**config.mk**
```make
export PLATFORM = sky130hd
export DESIGN_NAME = iter_muldiv_unit
export DESIGN_NICKNAME = d
export VERILOG_FILES = /design/src/rtl/iter_muldiv_pkg.sv /design/src/rtl/iter_muldiv_unit_step.sv /design/src/rtl/iter_muldiv_unit.sv
export SDC_FILE = /design/constraint.sdc
export NUM_CORES = 1
export LEC_CHECK = 0
export CORE_ASPECT_RATIO = 0.6
export CORE_MARGIN = 2
export CORE_UTILIZATION = 53
export CTS_CLUSTER_DIAMETER = 30
export DETAILED_ROUTE_END_ITERATION = 16
export PLACE_DENSITY = 0.87
export RECOVER_POWER = 50
export SETUP_SLACK_MARGIN = 0.05
export SLEW_MARGIN = 20
export SYNTH_ARGS = -nofsm -noshare
export SYNTH_HDL_FRONTEND = slang
export SYNTH_SLANG_ARGS = --single-unit
```
**constraint.sdc**
```tcl
create_clock -name clk -period 4.7 [get_ports clk]
set_input_delay 0.705 -clock clk [delete_from_list [all_inputs] [get_ports clk]]
set_output_delay 0.705 -clock clk [all_outputs]
set_load 0.01 [all_outputs]
```
**src/rtl/iter_muldiv_pkg.sv**
```systemverilog
// Shared types and constants for the iterative multiply/divide unit.
// Holds the FSM state encoding, the operation codes and the default sizes.
package iter_muldiv_pkg;

  localparam int DEF_WIDTH      = 32;
  localparam int DEF_REG_ADDR_W = 4;

  typedef enum logic [1:0] {
    ST_IDLE = 2'd0,
    ST_RUN  = 2'd1,
    ST_DONE = 2'd2
  } state_t;

  localparam logic [1:0] OP_MUL   = 2'd0;
  localparam logic [1:0] OP_MULHU = 2'd1;
  localparam logic [1:0] OP_DIVU  = 2'd2;
  localparam logic [1:0] OP_REMU  = 2'd3;

  function automatic logic op_is_div(input logic [1:0] o);
    return (o == OP_DIVU) || (o == OP_REMU);
  endfunction

endpackage

```
**src/rtl/iter_muldiv_unit_step.sv**
```systemverilog
// One iteration of the shared datapath: shift-add multiply or restoring divide.
// For multiply the accumulator pair is the product; for divide it is {remainder, quotient}.
module muldiv_step
  import iter_muldiv_pkg::*;
#(
  parameter int WIDTH = DEF_WIDTH
) (
  input  logic             is_div,
  input  logic [WIDTH-1:0] acc_hi,
  input  logic [WIDTH-1:0] acc_lo,
  input  logic [WIDTH-1:0] operand,
  output logic [WIDTH-1:0] acc_hi_next,
  output logic [WIDTH-1:0] acc_lo_next
);

  logic [WIDTH:0]   w_sum;
  logic [WIDTH:0]   w_shifted;
  logic [WIDTH-1:0] w_diff;
  logic             w_borrow;

  // The carry out of the add becomes the top bit of the product after the shift.
  assign w_sum = acc_lo[0] ? ({1'b0, acc_hi} + {1'b0, operand}) : {1'b0, acc_hi};

  assign w_shifted = {acc_hi, acc_lo[WIDTH-1]};
  assign w_borrow  = (w_shifted < {1'b0, operand});
  // When there is no borrow the true difference is below the divisor, so WIDTH bits suffice.
  assign w_diff    = w_shifted[WIDTH-1:0] - operand;

  always_comb begin
    acc_hi_next = '0;
    acc_lo_next = '0;
    if (is_div) begin
      acc_hi_next = w_borrow ? w_shifted[WIDTH-1:0] : w_diff;
      acc_lo_next = {acc_lo[WIDTH-2:0], ~w_borrow};
    end else begin
      acc_hi_next = w_sum[WIDTH:1];
      acc_lo_next = {w_sum[0], acc_lo[WIDTH-1:1]};
    end
  end

endmodule

```
**src/rtl/iter_muldiv_unit.sv**
```systemverilog
// Multi-cycle unsigned MUL/MULHU/DIVU/REMU unit producing a register-file write-back.
// One datapath bit per clock; the result is presented for one cycle on done/reg_write.
module iter_muldiv_unit
  import iter_muldiv_pkg::*;
#(
  parameter int WIDTH      = DEF_WIDTH,
  parameter int REG_ADDR_W = DEF_REG_ADDR_W
) (
  input  logic                  clk,
  input  logic                  rst,
  input  logic                  start,
  input  logic [1:0]            op,
  input  logic [WIDTH-1:0]      operand_a,
  input  logic [WIDTH-1:0]      operand_b,
  input  logic [REG_ADDR_W-1:0] dest_reg,
  input  logic                  flush,
  output logic                  busy,
  output logic                  done,
  output logic                  reg_write,
  output logic [REG_ADDR_W-1:0] wr_reg,
  output logic [WIDTH-1:0]      wr_data,
  output state_t                dbg_state
);

  localparam int CNT_W = $clog2(WIDTH) + 1;
  localparam logic [CNT_W-1:0] LAST_STEP = CNT_W'(WIDTH - 1);

  state_t                r_state;
  logic [CNT_W-1:0]      r_cnt;
  logic [1:0]            r_op;
  logic [WIDTH-1:0]      r_operand;
  logic [WIDTH-1:0]      r_acc_hi;
  logic [WIDTH-1:0]      r_acc_lo;
  logic [REG_ADDR_W-1:0] r_dest;
  logic                  r_busy;
  logic                  r_done;
  logic [REG_ADDR_W-1:0] r_wr_reg;
  logic [WIDTH-1:0]      r_wr_data;

  logic                  w_accept;
  logic                  w_new_is_div;
  logic                  w_div_zero;
  logic                  w_run_is_div;
  logic [WIDTH-1:0]      w_hi_next;
  logic [WIDTH-1:0]      w_lo_next;
  logic [WIDTH-1:0]      w_result;

  // Handshake: start is taken only at an edge where the unit is IDLE and flush is low;
  // busy covers the whole operation including the cycle the result is presented, and
  // the result is valid exactly while done (= reg_write) is high.
  assign w_accept     = (r_state == ST_IDLE) && start && !flush;
  assign w_new_is_div = op_is_div(op);
  assign w_div_zero   = w_new_is_div && (operand_b == '0);
  assign w_run_is_div = op_is_div(r_op);

  muldiv_step #(.WIDTH(WIDTH)) u_step (
    .is_div      (w_run_is_div),
    .acc_hi      (r_acc_hi),
    .acc_lo      (r_acc_lo),
    .operand     (r_operand),
    .acc_hi_next (w_hi_next),
    .acc_lo_next (w_lo_next)
  );

  always_comb begin
    w_result = '0;
    case (r_op)
      OP_MUL:   w_result = r_acc_lo;
      OP_MULHU: w_result = r_acc_hi;
      OP_DIVU:  w_result = r_acc_lo;
      default:  w_result = r_acc_hi;
    endcase
  end

  always_ff @(posedge clk or posedge rst) begin
    if (rst) begin
      r_state   <= ST_IDLE;
      r_cnt     <= '0;
      r_op      <= OP_MUL;
      r_operand <= '0;
      r_acc_hi  <= '0;
      r_acc_lo  <= '0;
      r_dest    <= '0;
      r_busy    <= 1'b0;
      r_done    <= 1'b0;
      r_wr_reg  <= '0;
      r_wr_data <= '0;
    end else begin
      r_done    <= 1'b0;
      r_wr_reg  <= '0;
      r_wr_data <= '0;
      case (r_state)
        ST_IDLE: begin
          r_busy <= 1'b0;
          if (w_accept) begin
            r_op   <= op;
            r_dest <= dest_reg;
            r_cnt  <= '0;
            r_busy <= 1'b1;
            if (w_div_zero) begin
              // Preload the divide-by-zero answers so DONE selects them like any result.
              r_operand <= operand_b;
              r_acc_hi  <= operand_a;
              r_acc_lo  <= '1;
              r_state   <= ST_DONE;
            end else if (w_new_is_div) begin
              r_operand <= operand_b;
              r_acc_hi  <= '0;
              r_acc_lo  <= operand_a;
              r_state   <= ST_RUN;
            end else begin
              r_operand <= operand_a;
              r_acc_hi  <= '0;
              r_acc_lo  <= operand_b;
              r_state   <= ST_RUN;
            end
          end
        end
        ST_RUN: begin
          if (flush) begin
            r_busy  <= 1'b0;
            r_cnt   <= '0;
            r_state <= ST_IDLE;
          end else begin
            r_acc_hi <= w_hi_next;
            r_acc_lo <= w_lo_next;
            r_cnt    <= r_cnt + CNT_W'(1);
            if (r_cnt == LAST_STEP) r_state <= ST_DONE;
          end
        end
        ST_DONE: begin
          r_state <= ST_IDLE;
          r_cnt   <= '0;
          if (flush) begin
            r_busy <= 1'b0;
          end else begin
            r_busy    <= 1'b1;
            r_done    <= 1'b1;
            r_wr_reg  <= r_dest;
            r_wr_data <= w_result;
          end
        end
        default: begin
          r_busy  <= 1'b0;
          r_state <= ST_IDLE;
        end
      endcase
    end
  end

  assign busy      = r_busy;
  assign done      = r_done;
  assign reg_write = r_done;
  assign wr_reg    = r_wr_reg;
  assign wr_data   = r_wr_data;
  assign dbg_state = r_state;

endmodule

```
==> qor.yml <==
outcome: "finished clean"
drt_first_pass_iters: 7
synth_ff_type: "dfrtp_1"
synthesis.area_um2: 11500
ys_seq_area_share_pct: 32.2
synth.area.top_cells: "dfrtp_1 32%, mux2i_1 9.0%, ha_1 7.1%"
dieWidth_um: 194
routedWlPerCell_um: 22.9
synthArstFlopShare_pct: 100
hold_viol: 0
vias_per_cell: 6.70
yosys_warnings: 0
cp_slowest_stage_delay_ps: 740
drc: 0
row_count: 41
critical_path_cell_count: 10
crit_buf_inv: 1
end_kind: "flip-flop"
cts.htree.levels: 4
fin_skew_ps: 12.0
hold_slack_ps: 481
hold_depth: 2
crit_type: "reg -> reg"
synth_nets: 1526
die_y_um: 118
fin_crit_ps: 3780
p_total_mw: 7.73
slowest_stage: "nor2b_1"
postCtsResizedCells: 0
drtIter0Drc: 1888
cp_max_fo: 12
ios: 115
core-area_um2: 21100
worstPathArrival_ps: 4140
p_per_area_nw_per_um2: 577
min_path_type: "reg -> reg"
cts-root-buf: "clkbuf_16"
drtAntennaViolNets: 0
drive_above_1_share_pct: 7.69
synth_top_area_share_pct: 32.2
clock_latency_ps: 440
slew_viol_final: 0
tns_ps: 0
drv_cap: 0
dpl_cell_area_um2: 12800
cp_top_family: "simple AND/OR/NAND/NOR gates"
antenna_found_initial: 2
routed_wl_um: 39800
dpl.hpwl_um: 29000
synth_top_area_cell: "dfrtp_1"
multi_input_area_um2: 7310
final_cell_area_um2: 13400
setup_viol: 0
ys_types: 69
postCtsSetupBuffers: 0
synth.avg_cell_area_um2: 8.31
gp_congestion: 1.03
synth_edf_count: 0
clock_path_buffers: 2
grt_setup_unrepaired: "no"
final_core_util_pct: 63.4
ir_drop_mv: 0.304
grt_max_degree: 149
finalCritPeriodShare_pct: 80.5
grt_pass1_wl_um: 61900
cp_cell_sequence: "inv_1 -> ha_1 -> and4_1 -> nand3_2 -> or4b_1 -> a31oi_1 -> nor3_4 -> nor2b_1 -> a221oi_1 -> o21ai_0"
clock-sinks: 148
cp.required_ps: 5050
crit_path_start_kind: "flip-flop"
grt_usage_pct: 34.5
worstMarginPinSlew_ps: 993
max_slew_margin_pct: 33.8
cts_tree: "yes"
io_buffers: 114
synthToLayoutAreaGrowth_pct: 16.5
cellLeakagePower_nw: 6.13
r2r_cells: 10
netlist_instances: 1385
hold_buffers: 0
seqCellArea_um2: 3710
cts_buffers: 17
grt_overflow: 0
cts.clk_slew.worst_paths_ps: 70
nets: 1585
ys_ff_latch: 148
num_vias: 11600
antenna_cells: 0
fill_cells: 1663
initial_core_util_pct: 54.5
first_global_vias: 10600
fmax_ghz: 0.264
design.die.area_um2: 22900
[worst min-delay path: stages, from the launching register on]
cell     delay, ps
dfrtp_1        340
nand2_1         50
nand2_1         50
[power by group]
group / internal, mW / total [mW] / switching (mW)
logic: 1.69 / 4.23 / 2.55
clock network: 0.728 / 1.39 / 0.663
registers: 1.52 / 2.11 / 0.584
total: 3.94 / 7.73 / 3.79
[through the flow]
| step | setup slack, ps | std cells |
|---|---|---|
| floorplan | 1900 | 1385 |
| global placement | 1110 | 1704 |
| detailed placement | 973 | 1704 |
| CTS | 1060 | 1736 |
| global route | 687 | 1736 |
| finish | 917 | 1736 |
[final timing paths]
path	end	slack, ps	from
setup / recovery	r_acc_hi[17]$_DFFE_PP0P_	920	r_operand[19]$_DFFE_PP0P_
setup reg to reg	r_acc_hi[17]$_DFFE_PP0P_	920	r_operand[19]$_DFFE_PP0P_
min in group asynchronous	wr_data[5]$_DFF_PP0_	930	rst
hold reg to reg	r_dest[3]$_DFFE_PP0P_	480	r_dest[3]$_DFFE_PP0P_
max in group asynchronous	r_op[0]$_DFFE_PP0P_	3090	rst
hold / removal	r_dest[3]$_DFFE_PP0P_	480	r_dest[3]$_DFFE_PP0P_
[cell usage in the layout (no fill, tap or decap), types with 8 or more instances in the layout]
master | netlist | final
xnor2_1 | 31 | 31
o21ai_0 | 104 | 104
mux2i_1 | 103 | 103
and3_1 | 12 | 12
inv_1 | 47 | 46
nand2b_1 | 11 | 10
a221oi_1 | 16 | 16
dfrtp_1 | 148 | 146
a21o_1 | 28 | 28
nor2b_1 | 10 | 10
nand3_1 | 18 | 18
clkbuf_16 | 0 | 17
a31oi_1 | 28 | 28
mux2_2 | 33 | 33
xor2_1 | 21 | 21
ha_1 | 65 | 65
o211ai_1 | 19 | 19
dlygate4sd3_1 | 0 | 18
a211oi_1 | 11 | 11
clkdlybuf4s50_1 | 0 | 95
nand2_1 | 170 | 169
o22ai_1 | 36 | 36
nor4_1 | 10 | 10
a21oi_1 | 127 | 127
nand4_1 | 16 | 16
buf_4 | 3 | 16
nor3_1 | 9 | 8
nor2_1 | 129 | 126
[synth_stat cells (all sizes together), types with 3 or more instances]
library cell  instances
a211o                 4
a211oi               12
a21o                 28
a21oi               127
a221o                 4
a221oi               19
a22oi                 3
a31oi                29
and3                 12
and4                  3
buf                  22
clkbuf               69
dfrtp               148
ha                   65
inv                  47
mux2                 33
mux2i               103
nand2               170
nand2b               11
nand3                20
nand3b                3
nand4                16
nor2                129
nor2b                10
nor3                 10
nor3b                 3
nor4                 11
nor4b                 4
o2111ai               3
o211ai               19
o21a                  6
o21ai               108
o21bai                6
o22ai                36
o31ai                 5
or2                   4
or3                   6
xnor2                31
xor2                 21
[cell type report]
class	instances	area share, %
Multi-Input combinational cell	1099	54.5
Sequential cell	148	27.6
Timing Repair Buffer	131	9.51
Clock buffer	18	3.28
Tap cell	279	2.60
Inverter	47	1.32
Clock inverter	14	1.12
[per-layer routing]
metal  up-vias  GRT usage [%]  wire length (µm)
met1      5462           51.2             16500
met3       112           14.5              7120
met2       910           45.7             15200
li1       5144              -                 -
met5         -              0                13
met4         2           7.81               890
[cells by family after synthesis]
group / share of synthesized area, %
AO/OA/AOI/OAI: 23.2
AND/OR/NAND/NOR: 16.4
flip-flops: 32.2
buffers and inverters: 4.66
multiplexers: 12.2
adder cells (fa/ha/maj): 7.41
XOR/XNOR: 3.96
Note: power is estimated with default switching activity, not from simulation.
